## src/rtl/leb128_encoder.sv

```systemverilog
// Streaming LEB128 encoder: accepts a 32/64-bit operand and emits its unsigned
// or signed LEB128 byte sequence, one byte per out_valid/out_ready handshake.
module leb128_encoder #(
    parameter int WIDTH    = 64,
    parameter int CNT_BITS = 4
) (
    input  logic                clk,
    input  logic                reset,
    input  logic                in_valid,
    output logic                in_ready,
    input  logic [WIDTH-1:0]    in_value,
    input  logic                in_signed,
    input  logic                in_is64,
    output logic                out_valid,
    input  logic                out_ready,
    output logic [7:0]          out_byte,
    output logic                out_last,
    output logic [CNT_BITS-1:0] out_index
);

    typedef enum logic {IDLE, EMIT} state_t;

    state_t              state_q, state_d;
    logic [WIDTH-1:0]    val_q, val_d;
    logic                signed_q, signed_d;
    logic [CNT_BITS-1:0] idx_q, idx_d;

    logic [WIDTH-1:0]    rest;
    logic                done;

    // Remaining payload after the current 7 bits leave; sLEB shifts arithmetically.
    always_comb begin
        rest = signed_q ? {{7{val_q[WIDTH-1]}}, val_q[WIDTH-1:7]}
                        : {7'b0, val_q[WIDTH-1:7]};
        if (signed_q)
            done = ((rest == '0) && !val_q[6]) || ((rest == '1) && val_q[6]);
        else
            done = (rest == '0);
    end

    // NOTE: sequential state uses non-blocking assignments so every register
    // samples the pre-edge values regardless of statement order.
    always_ff @(posedge clk) begin
        if (reset) begin
            state_q  <= IDLE;
            val_q    <= '0;
            signed_q <= 1'b0;
            idx_q    <= '0;
        end else begin
            state_q  <= state_d;
            val_q    <= val_d;
            signed_q <= signed_d;
            idx_q    <= idx_d;
        end
    end

    // NOTE: every signal gets a default first so no path leaves it unassigned,
    // which would otherwise infer a latch.
    always_comb begin
        state_d  = state_q;
        val_d    = val_q;
        signed_d = signed_q;
        idx_d    = idx_q;
        unique case (state_q)
            IDLE: begin
                if (in_valid) begin
                    state_d  = EMIT;
                    signed_d = in_signed;
                    idx_d    = '0;
                    if (in_is64)
                        val_d = in_value;
                    else if (in_signed)
                        val_d = {{(WIDTH-32){in_value[31]}}, in_value[31:0]};
                    else
                        val_d = {{(WIDTH-32){1'b0}}, in_value[31:0]};
                end
            end
            EMIT: begin
                if (out_ready) begin
                    if (done) begin
                        state_d = IDLE;
                    end else begin
                        val_d = rest;
                        idx_d = idx_q + 1'b1;
                    end
                end
            end
            default: state_d = IDLE;
        endcase
    end

    always_comb begin
        in_ready  = (state_q == IDLE);
        out_valid = (state_q == EMIT);
        out_byte  = 8'h00;
        out_last  = 1'b0;
        out_index = '0;
        if (state_q == EMIT) begin
            out_byte  = {~done, val_q[6:0]};
            out_last  = done;
            out_index = idx_q;
        end
    end

endmodule

```

## config.mk

```make
export PLATFORM = sky130hd
export DESIGN_NAME = leb128_encoder
export DESIGN_NICKNAME = d
export VERILOG_FILES = /design/src/rtl/leb128_encoder.sv
export SDC_FILE = /design/constraint.sdc
export NUM_CORES = 1
export LEC_CHECK = 0
export CAP_MARGIN = 20
export CORE_MARGIN = 4
export CORE_UTILIZATION = 50
export CTS_CLUSTER_DIAMETER = 200
export DETAILED_ROUTE_END_ITERATION = 7
export PLACE_DENSITY = 0.78
export SYNTH_ARGS = -nofsm -noshare
export SYNTH_HDL_FRONTEND = slang
export SYNTH_SLANG_ARGS = --single-unit
```

## constraint.sdc

```tcl
create_clock -name clk -period 6.7 [get_ports clk]
set_clock_uncertainty 0.1 [all_clocks]
set_input_delay 1.005 -clock clk [delete_from_list [all_inputs] [get_ports clk]]
set_output_delay 1.005 -clock clk [all_outputs]
set_load 0.1 [all_outputs]
```

* Word-level counts from Yosys, hierarchy flattened
Index checks and enable logic that the tools add are counted.
** Word-level totals
- Bits in registers :: 70
- Bits in latches :: 0
- RAM bits :: 0
- ROM bits :: 0
- Bits of input ports :: 70
- Output and inout bits :: 15
- Word-level logic and storage cells :: 37
- Memories kept :: 0
** Cells by class
- Add/sub/neg operators :: 1
- Multiply operators :: 0
- Divide/modulo/power cells :: 0
- $lt $le $gt $ge :: 0
- Equality and inequality tests :: 4
- Shifts and indexed selects :: 0
- Multiplexer cells :: 19
- Bitwise operators :: 2
- Reductions and logical operators :: 7
** Operator list (count)
- 2-to-1 mux 64 bit :: 6
- case mux 64 bit (2 select lines) :: 1
- equality test 64 bit, second input constant :: 1
- zero test 64 bit :: 1
- 2-to-1 mux 4 bit :: 4
- 2-to-1 mux 8 bit :: 1
- case mux 4 bit (2 select lines) :: 1
- inequality test 2 bit, second input constant :: 3
- 2-to-1 mux 1 bit :: 5
- adder 4 x 1 -> 4 bit, second input constant :: 1
- AND reduction 3 bit :: 1
- logical AND 1 bit :: 2
- NOT 1 bit :: 2
- case mux 1 bit (2 select lines) :: 1
- AND reduction 2 bit :: 1
- zero test 1 bit :: 1
- logical OR 1 bit :: 1

* Longest topological paths before layout
Gate-level depths: netlist of run 1.
- Depth in word-level cells :: 8
- Gate-level depth with buffers :: 8
- Depth with buffers taken out :: 5

* Worst setup path after synthesis of run 1
OpenSTA, ideal clock, no wires.
- Path kind :: register -> output
- From :: reg state_q (netlist: out_valid)
- To :: out out_last
- Data arrival time :: 3.102 ns
- Data required time :: 5.595 ns
- Setup slack :: 2.493 ns
- Stages on the path, launching flop included :: 4
- Path buffers :: 1
- Cell sequence :: dfxtp_1 -> clkbuf_1 -> inv_1 -> nor2_1
** Between the ends
- Longest elaborated chain between the ends :: 1
** Ends and longest elaborated chain
- from (decl) :: RTL line 23 : state_t state_q, state_d;
- from (signal assigned) :: RTL line 50 : state_q <= state_d;
- 2-to-1 mux 1 bit :: RTL line 98 : if (state_q == EMIT) begin
- to (decl) :: RTL line 17 : output logic out_last,
Every way passes these cells.

* Worst setup path after layout of run 1
- From :: reg val_q[13]
- To :: out out_last
** Between the ends
- Longest elaborated chain between the ends :: 6
- Elaborated cells between the ends (all ways) :: 8
- Those cells by class :: eq/ne: 1; mux: 3; reduce/logical: 4
** Ends and longest elaborated chain
- from (decl) :: RTL line 24 : logic [WIDTH-1:0] val_q, val_d;
- from (signal assigned) :: RTL line 51 : val_q <= val_d;
- 2-to-1 mux 64 bit (*) :: RTL line 33 : rest = signed_q ? {{7{val_q[WIDTH-1]}}, val_q[WIDTH-1:7]}
- equality test 64 bit or zero test 64 bit (tied branches) :: RTL line 36, 38
- logical AND 1 bit :: RTL line 36 : done = ((rest == '0) && !val_q[6]) || ((rest == '1) && val_q[6]);
- logical OR 1 bit :: RTL line 36
- 2-to-1 mux 1 bit (*) :: RTL line 35 : if (signed_q)
- 2-to-1 mux 1 bit (*) :: RTL line 98
Mark *: on every way between the ends. The rest lies on a longest branch, timed or not.

==> out/metrics.cfg, run 1 <==
[run_status]
status=completed

[clocking]
worstSkewPairLatency_ps=350
cts_hold_buf=0
maximum_buffer_depth_of_the_clock_tree=2
numCtsBuffers=9
clock_pin_slew_reported_for_the_worst_setup_and_hold_paths_after_clock_tree_synthesis_ps=80
tritoncts=done
postCtsSetupBuffers=0
ctsHtreeMaxLevel=3
ctsResizeCount=0
clock_tree.root_cell=sky130_fd_sc_hd__clkbuf_8
cts_num_sinks=70

[sta]
final-hold-violation-count=0
timing.slew.headroom_pct=30.0
worst-slew-pin-transition_ps=1050
setup_viol=0
fin_crit_sh_pct=69.9
final_period_minus_worst_setup_slack_ps=4680
fmax_ghz=0.214
setup_tns_ps=0
timing.final.max_slew_violations=0
grt_setup_unrepaired=no

[final_layout]
area_growth_pct=25.2
seqCellArea_mm2=0.00140
insertedDiodeCount=0
multiInputGateArea_mm2=0.00243
final-instance-count-excl-fill=683
fraction_of_final_layout_cells_sized_beyond_drive_strength_1_pct=5.68
fillerInstances=717
final_core_utilization_pct=65.3
finish.net_count=647

[detailed_routing]
ant_nets=0
route.vias.total=4683
drc=0
via_per_inst=6.86
postRouteWirelength_um=13500
first_pass_iters=6
wl_per_cell_um=19.8
drt_first_iter_violations=700

[power_and_ir_drop]
cellLeakagePower_nw=1.63
pwr_cell_area_mw_per_mm2=199
peakVddDrop_mv=0.128

[yosys]
synth-edff-count=0
netlist_area_mm2=0.00407
yosys.cell_count.top_type=sky130_fd_sc_hd__nand2_1
netlist_top_cells_count=sky130_fd_sc_hd__nand2_1 (101), sky130_fd_sc_hd__nand4_1 (77), sky130_fd_sc_hd__dfxtp_1 (70), sky130_fd_sc_hd__a21oi_1 (59), sky130_fd_sc_hd__o221ai_1 (57)
postSynth.asyncResetShare_pct=0
synth_top_area_cell=sky130_fd_sc_hd__dfxtp_1
avgSynthCellArea_um2=7.60
synth_seq_area_share_pct=34.4
synth_top_area_share_pct=34.4
syn_nets=607
yosysWarnings=0
post_synth_inst_count=536
yosys-top-cells-area=sky130_fd_sc_hd__dfxtp_1 (34%), sky130_fd_sc_hd__o221ai_1 (12%), sky130_fd_sc_hd__nand4_1 (12%)
postSynth.topFlopCell=sky130_fd_sc_hd__dfxtp_1
synth_cell_type_count=34
ys_seq_elements=70

[hold_path]
min-delay-path-class=reg -> reg
worst_hold_path.endpoint=idx_q[3]
hold_path_startpoint=idx_q[3]
hold_depth=2

[setup_path]
timing.reg2reg.setup_slack_ps=3610
worstPathMaxFanout=64
critical_path_arrival_ps=3580
worst_ep_required_time_ps=5590
reg2reg_depth=6
rr_endpoint=val_q[58]
setup.worst_path.start_class=register
setup.worst_path.class=reg -> out
origin_of_the_critical_flop_to_flop_path=val_q[13]
cp-end-kind=primary output

[placed_design]
io_buffer_count=84
place_congestion=0.927
dp_hpwl_um=8580
placed_cells_incl_taps=666

[global_route]
grtUsageTotal_pct=26.8
grt_antenna_before_repair=0
grt_pass1_wl_um=21800
globalRouteOverflowTotal=0
grt_pass1_vias=4246
grt_max_degree=74

[die]
die_area_mm2=0.00965
rows=32
start_util_pct=52.1
fp.dieW_um=98.2
core_area_mm2=0.00781
ioPinCount=85
die-height_um=98.2

[flow_run]
cap_violations=0

cells in the final DEF (no fill, tap or decap), drive strengths merged, types with 2 or more instances in the layout:
cell type and count:
a21o 6, a221o 6, or3 2, clkdlybuf4s50 83, nand3 3, nor4 16
nor2 7, nand2 101, dfxtp 70, a21oi 59, clkinv 5, mux2i 3
a22oi 32, nand4 77, and3 3, o221ai 57, nor3 3, and2 14
nand2b 2, clkbuf 10, buf 10
report_power, final:
part	internal (mW)	leakage, nW	switching (mW)
Combinational	0.0895	0.957	0.109
Clock	0.171	0.100	0.168
Sequential	0.441	0.573	0.0365
layout make-up:
type	instances	share of cell area [%]
inverters	1	0.0737
clock buffers	10	2.50
flip-flops and latches	70	27.5
clock inverters	6	1.23
well taps	102	2.50
repair buffers	93	18.5
multi-input cells	401	47.7
routing by layer:
metal | track usage [%] | routed length (um) | vias to the layer above
met5 | 0 | 0 | -
met4 | 5.99 | 289 | 0
met3 | 6.36 | 1500 | 28
met2 | 40.6 | 6010 | 304
met1 | 38.9 | 5700 | 2171
li1 | - | - | 2180
how the worst max path moves through the flow:
stage | slack [ps] | end | startpoint
after global placement | 2350 | out_last | val_q[58]
final | 2020 | out_last | val_q[13]
after floorplan | 2490 | out_last | out_valid
after CTS | 2020 | out_last | val_q[15]
after global routing | 1780 | out_last | val_q[13]
after detailed placement | 2420 | out_last | val_q[15]
critical path: stages, from the launching register on:
cell                              delay, ps
sky130_fd_sc_hd__dfxtp_1                350
sky130_fd_sc_hd__nor4_1                 350
sky130_fd_sc_hd__nand4_1                120
sky130_fd_sc_hd__or4_2                  690
sky130_fd_sc_hd__and2_4                 370
sky130_fd_sc_hd__nor2_1                 180
sky130_fd_sc_hd__clkdlybuf4s50_1       1150
cell families (layout without fill, tap and decap cells):
kind of cell / Yosys count / in the layout / synth area share, %
simple gates: 232 / 232 / 29.0
fa+ha+maj: 1 / 1 / 0.307
buf+inv: 65 / 110 / 6.55
flops: 70 / 70 / 34.4
compound gates: 164 / 164 / 28.7
mux: 4 / 4 / 1.01
stage by stage:
stage	area (um^2)	power, mW	hold slack (ps)	worst slack, ps
detailed placement	4880	0.679	372	2420
floorplan	4070	0.596	342	2490
finish	5100	1.02	380	2020
global placement	4850	0.674	359	2350
CTS	5070	1.01	386	2020
global route	5100	1.05	428	1780
state kept, by name, indices dropped and copies added (netlist names):
| name | cells |
|---|---|
| val_q | 64 |
| idx_q | 4 |
| out_valid | 1 |
| signed_q | 1 |
(Power assumes the default switching activity.)
==> run 2: changes to the inputs <==
==> constraint.sdc (replaced) <==
create_clock -name clk -period 4.5 [get_ports clk]
set_clock_uncertainty 0.1 [all_clocks]
set_input_delay 0.675 -clock clk [delete_from_list [all_inputs] [get_ports clk]]
set_output_delay 0.675 -clock clk [all_outputs]
set_load 0.1 [all_outputs]
==> run 2 against run 1 <==
  * Sequential cell count did not move
  * Sequential share of layout area up 0.18 points
  * Largest power group unchanged
  * First-iteration DRC count down 15%
  * Total power rose by 49%
  * Clock power grew 47%
  * Critical endpoint unchanged
==> out/metrics.cfg, run 2 (synthesis gave the netlist of run 1 again) <==
[setup_path]
setup.worst_path.class=reg -> out
setup.worst_path.start_class=register
cp-end-kind=primary output
critical_path_arrival_ps=2770
rr_endpoint=val_q[62]
origin_of_the_critical_flop_to_flop_path=val_q[34]
worst_ep_required_time_ps=3720
worstPathMaxFanout=64
reg2reg_depth=6
timing.reg2reg.setup_slack_ps=1370

[run_status]
status=completed

[sta]
timing.final.ws_setup_ps=950
fin_crit_sh_pct=78.9
final_period_minus_worst_setup_slack_ps=3550
grt_setup_unrepaired=no
setup_viol=0
timing.slew.headroom_pct=34.2
worst-slew-pin-transition_ps=983
setup_tns_ps=0
final-hold-violation-count=0
timing.final.max_slew_violations=0
fmax_ghz=0.282
hold_ws_ps=378

[placed_design]
dp_slack_ps=1340
placed_cells_incl_taps=669
dp_hpwl_um=9010
post_dp_cell_area_mm2=0.00488
place_congestion=0.875
io_buffer_count=84

[die]
die_area_mm2=0.00965
start_util_pct=52.1
ioPinCount=85
core_area_mm2=0.00781
die-height_um=98.2
fp.dieW_um=98.2
rows=32

[clocking]
numCtsBuffers=9
postCtsSetupBuffers=0
maximum_buffer_depth_of_the_clock_tree=2
tritoncts=done
clock_tree.root_cell=sky130_fd_sc_hd__clkbuf_8
cts_hold_buf=0
clock_pin_slew_reported_for_the_worst_setup_and_hold_paths_after_clock_tree_synthesis_ps=80
ctsResizeCount=0
ctsHtreeMaxLevel=3
worstSkewPairLatency_ps=350
cts_num_sinks=70

[final_layout]
insertedDiodeCount=0
largest_register_ffs=64
finish.net_count=649
regMostFlops=val_q
area_growth_pct=24.4
final_cell_mix=sky130_fd_sc_hd__nand2_1 (101), sky130_fd_sc_hd__clkdlybuf4s50_1 (81), sky130_fd_sc_hd__nand4_1 (77)
reg_top3=val_q (64), idx_q (4)
finalInstanceArea_mm2=0.00506
final-instance-count-excl-fill=684
final_common_cell=sky130_fd_sc_hd__nand2_1
fraction_of_final_layout_cells_sized_beyond_drive_strength_1_pct=6.36

[global_route]
grt_antenna_before_repair=0
grt_pass1_wl_um=21900
grt_pass1_vias=4319
grt_max_degree=73
globalRouteOverflowTotal=0
grtUsageTotal_pct=27.4

[detailed_routing]
drt_first_iter_violations=593
wl_per_cell_um=20.3
ant_nets=0
route.vias.total=4717
postRouteWirelength_um=13900
drc=0
via_per_inst=6.90
first_pass_iters=5

[flow_run]
cap_violations=0

[hold_path]
worst_hold_path.endpoint=idx_q[3]
hold_path_startpoint=idx_q[3]
hold_depth=2
min-delay-path-class=reg -> reg

[power_and_ir_drop]
pwr_cell_area_mw_per_mm2=298
peakVddDrop_mv=0.175
cellLeakagePower_nw=1.63

[run 2: changes by cell type in the layout (fill, tap and decap cells not counted)]
cell,before,now
sky130_fd_sc_hd__clkbuf_8,9,10
sky130_fd_sc_hd__clkinv_2,3,4
sky130_fd_sc_hd__clkinv_4,2,0
sky130_fd_sc_hd__clkdlybuf4s50_1,83,81
sky130_fd_sc_hd__buf_16,2,0
sky130_fd_sc_hd__clkbuf_1,1,0
sky130_fd_sc_hd__buf_4,7,13
[run 2: worst max path at each step]
stage	startpoint	to	slack [ps]	cells after the start
3_3_place_gp	val_q[13]	out_last	1350	6
6_report	val_q[34]	out_last	950	6
3_5_place_dp	in_valid	val_q[58]	1340	7
2_1_floorplan	out_valid	out_last	620	3
5_1_grt	val_q[25]	out_last	870	6
4_1_cts	val_q[15]	out_last	990	6
[run 2: layer usage]
| metal | global-route usage (%) | part of all wire [%] |
|---|---|---|
| met5 | 0 | 0 |
| met4 | 9.35 | 2.8 |
| met3 | 7.50 | 11 |
| met2 | 40.5 | 44 |
| met1 | 38.7 | 43 |
[run 2: area by class of cell]
cell class	count	area, um^2
fillers	670	2740
multi-input cells	401	2430
flip-flops and latches	70	1400
repair buffers	95	913
clock buffers	10	138
well taps	102	128
clock inverters	5	50.0
inverters	1	3.75
[run 2: stage by stage]
step / power, mW / utilization (%)
final: 1.51 / 64.9
after global routing: 1.56 / 64.9
after CTS: 1.50 / 64.9
after detailed placement: 1.02 / 62.5
after global placement: 1.01 / 62.5
after floorplan: 0.887 / -
[run 2: critical path: stages (launching register included)]
cell and delay [ps]:
sky130_fd_sc_hd__dfxtp_1 380, sky130_fd_sc_hd__nor4_1 400, sky130_fd_sc_hd__nand4_1 140, sky130_fd_sc_hd__or4_2 640
sky130_fd_sc_hd__and2_4 350, sky130_fd_sc_hd__nor2_1 170, sky130_fd_sc_hd__buf_4 310
[run 2: report_power, final]
part	leakage [nW]	internal [mW]	switching, mW
sequential	0.573	0.657	0.0559
combinational	0.955	0.131	0.165
clock	0.102	0.264	0.236
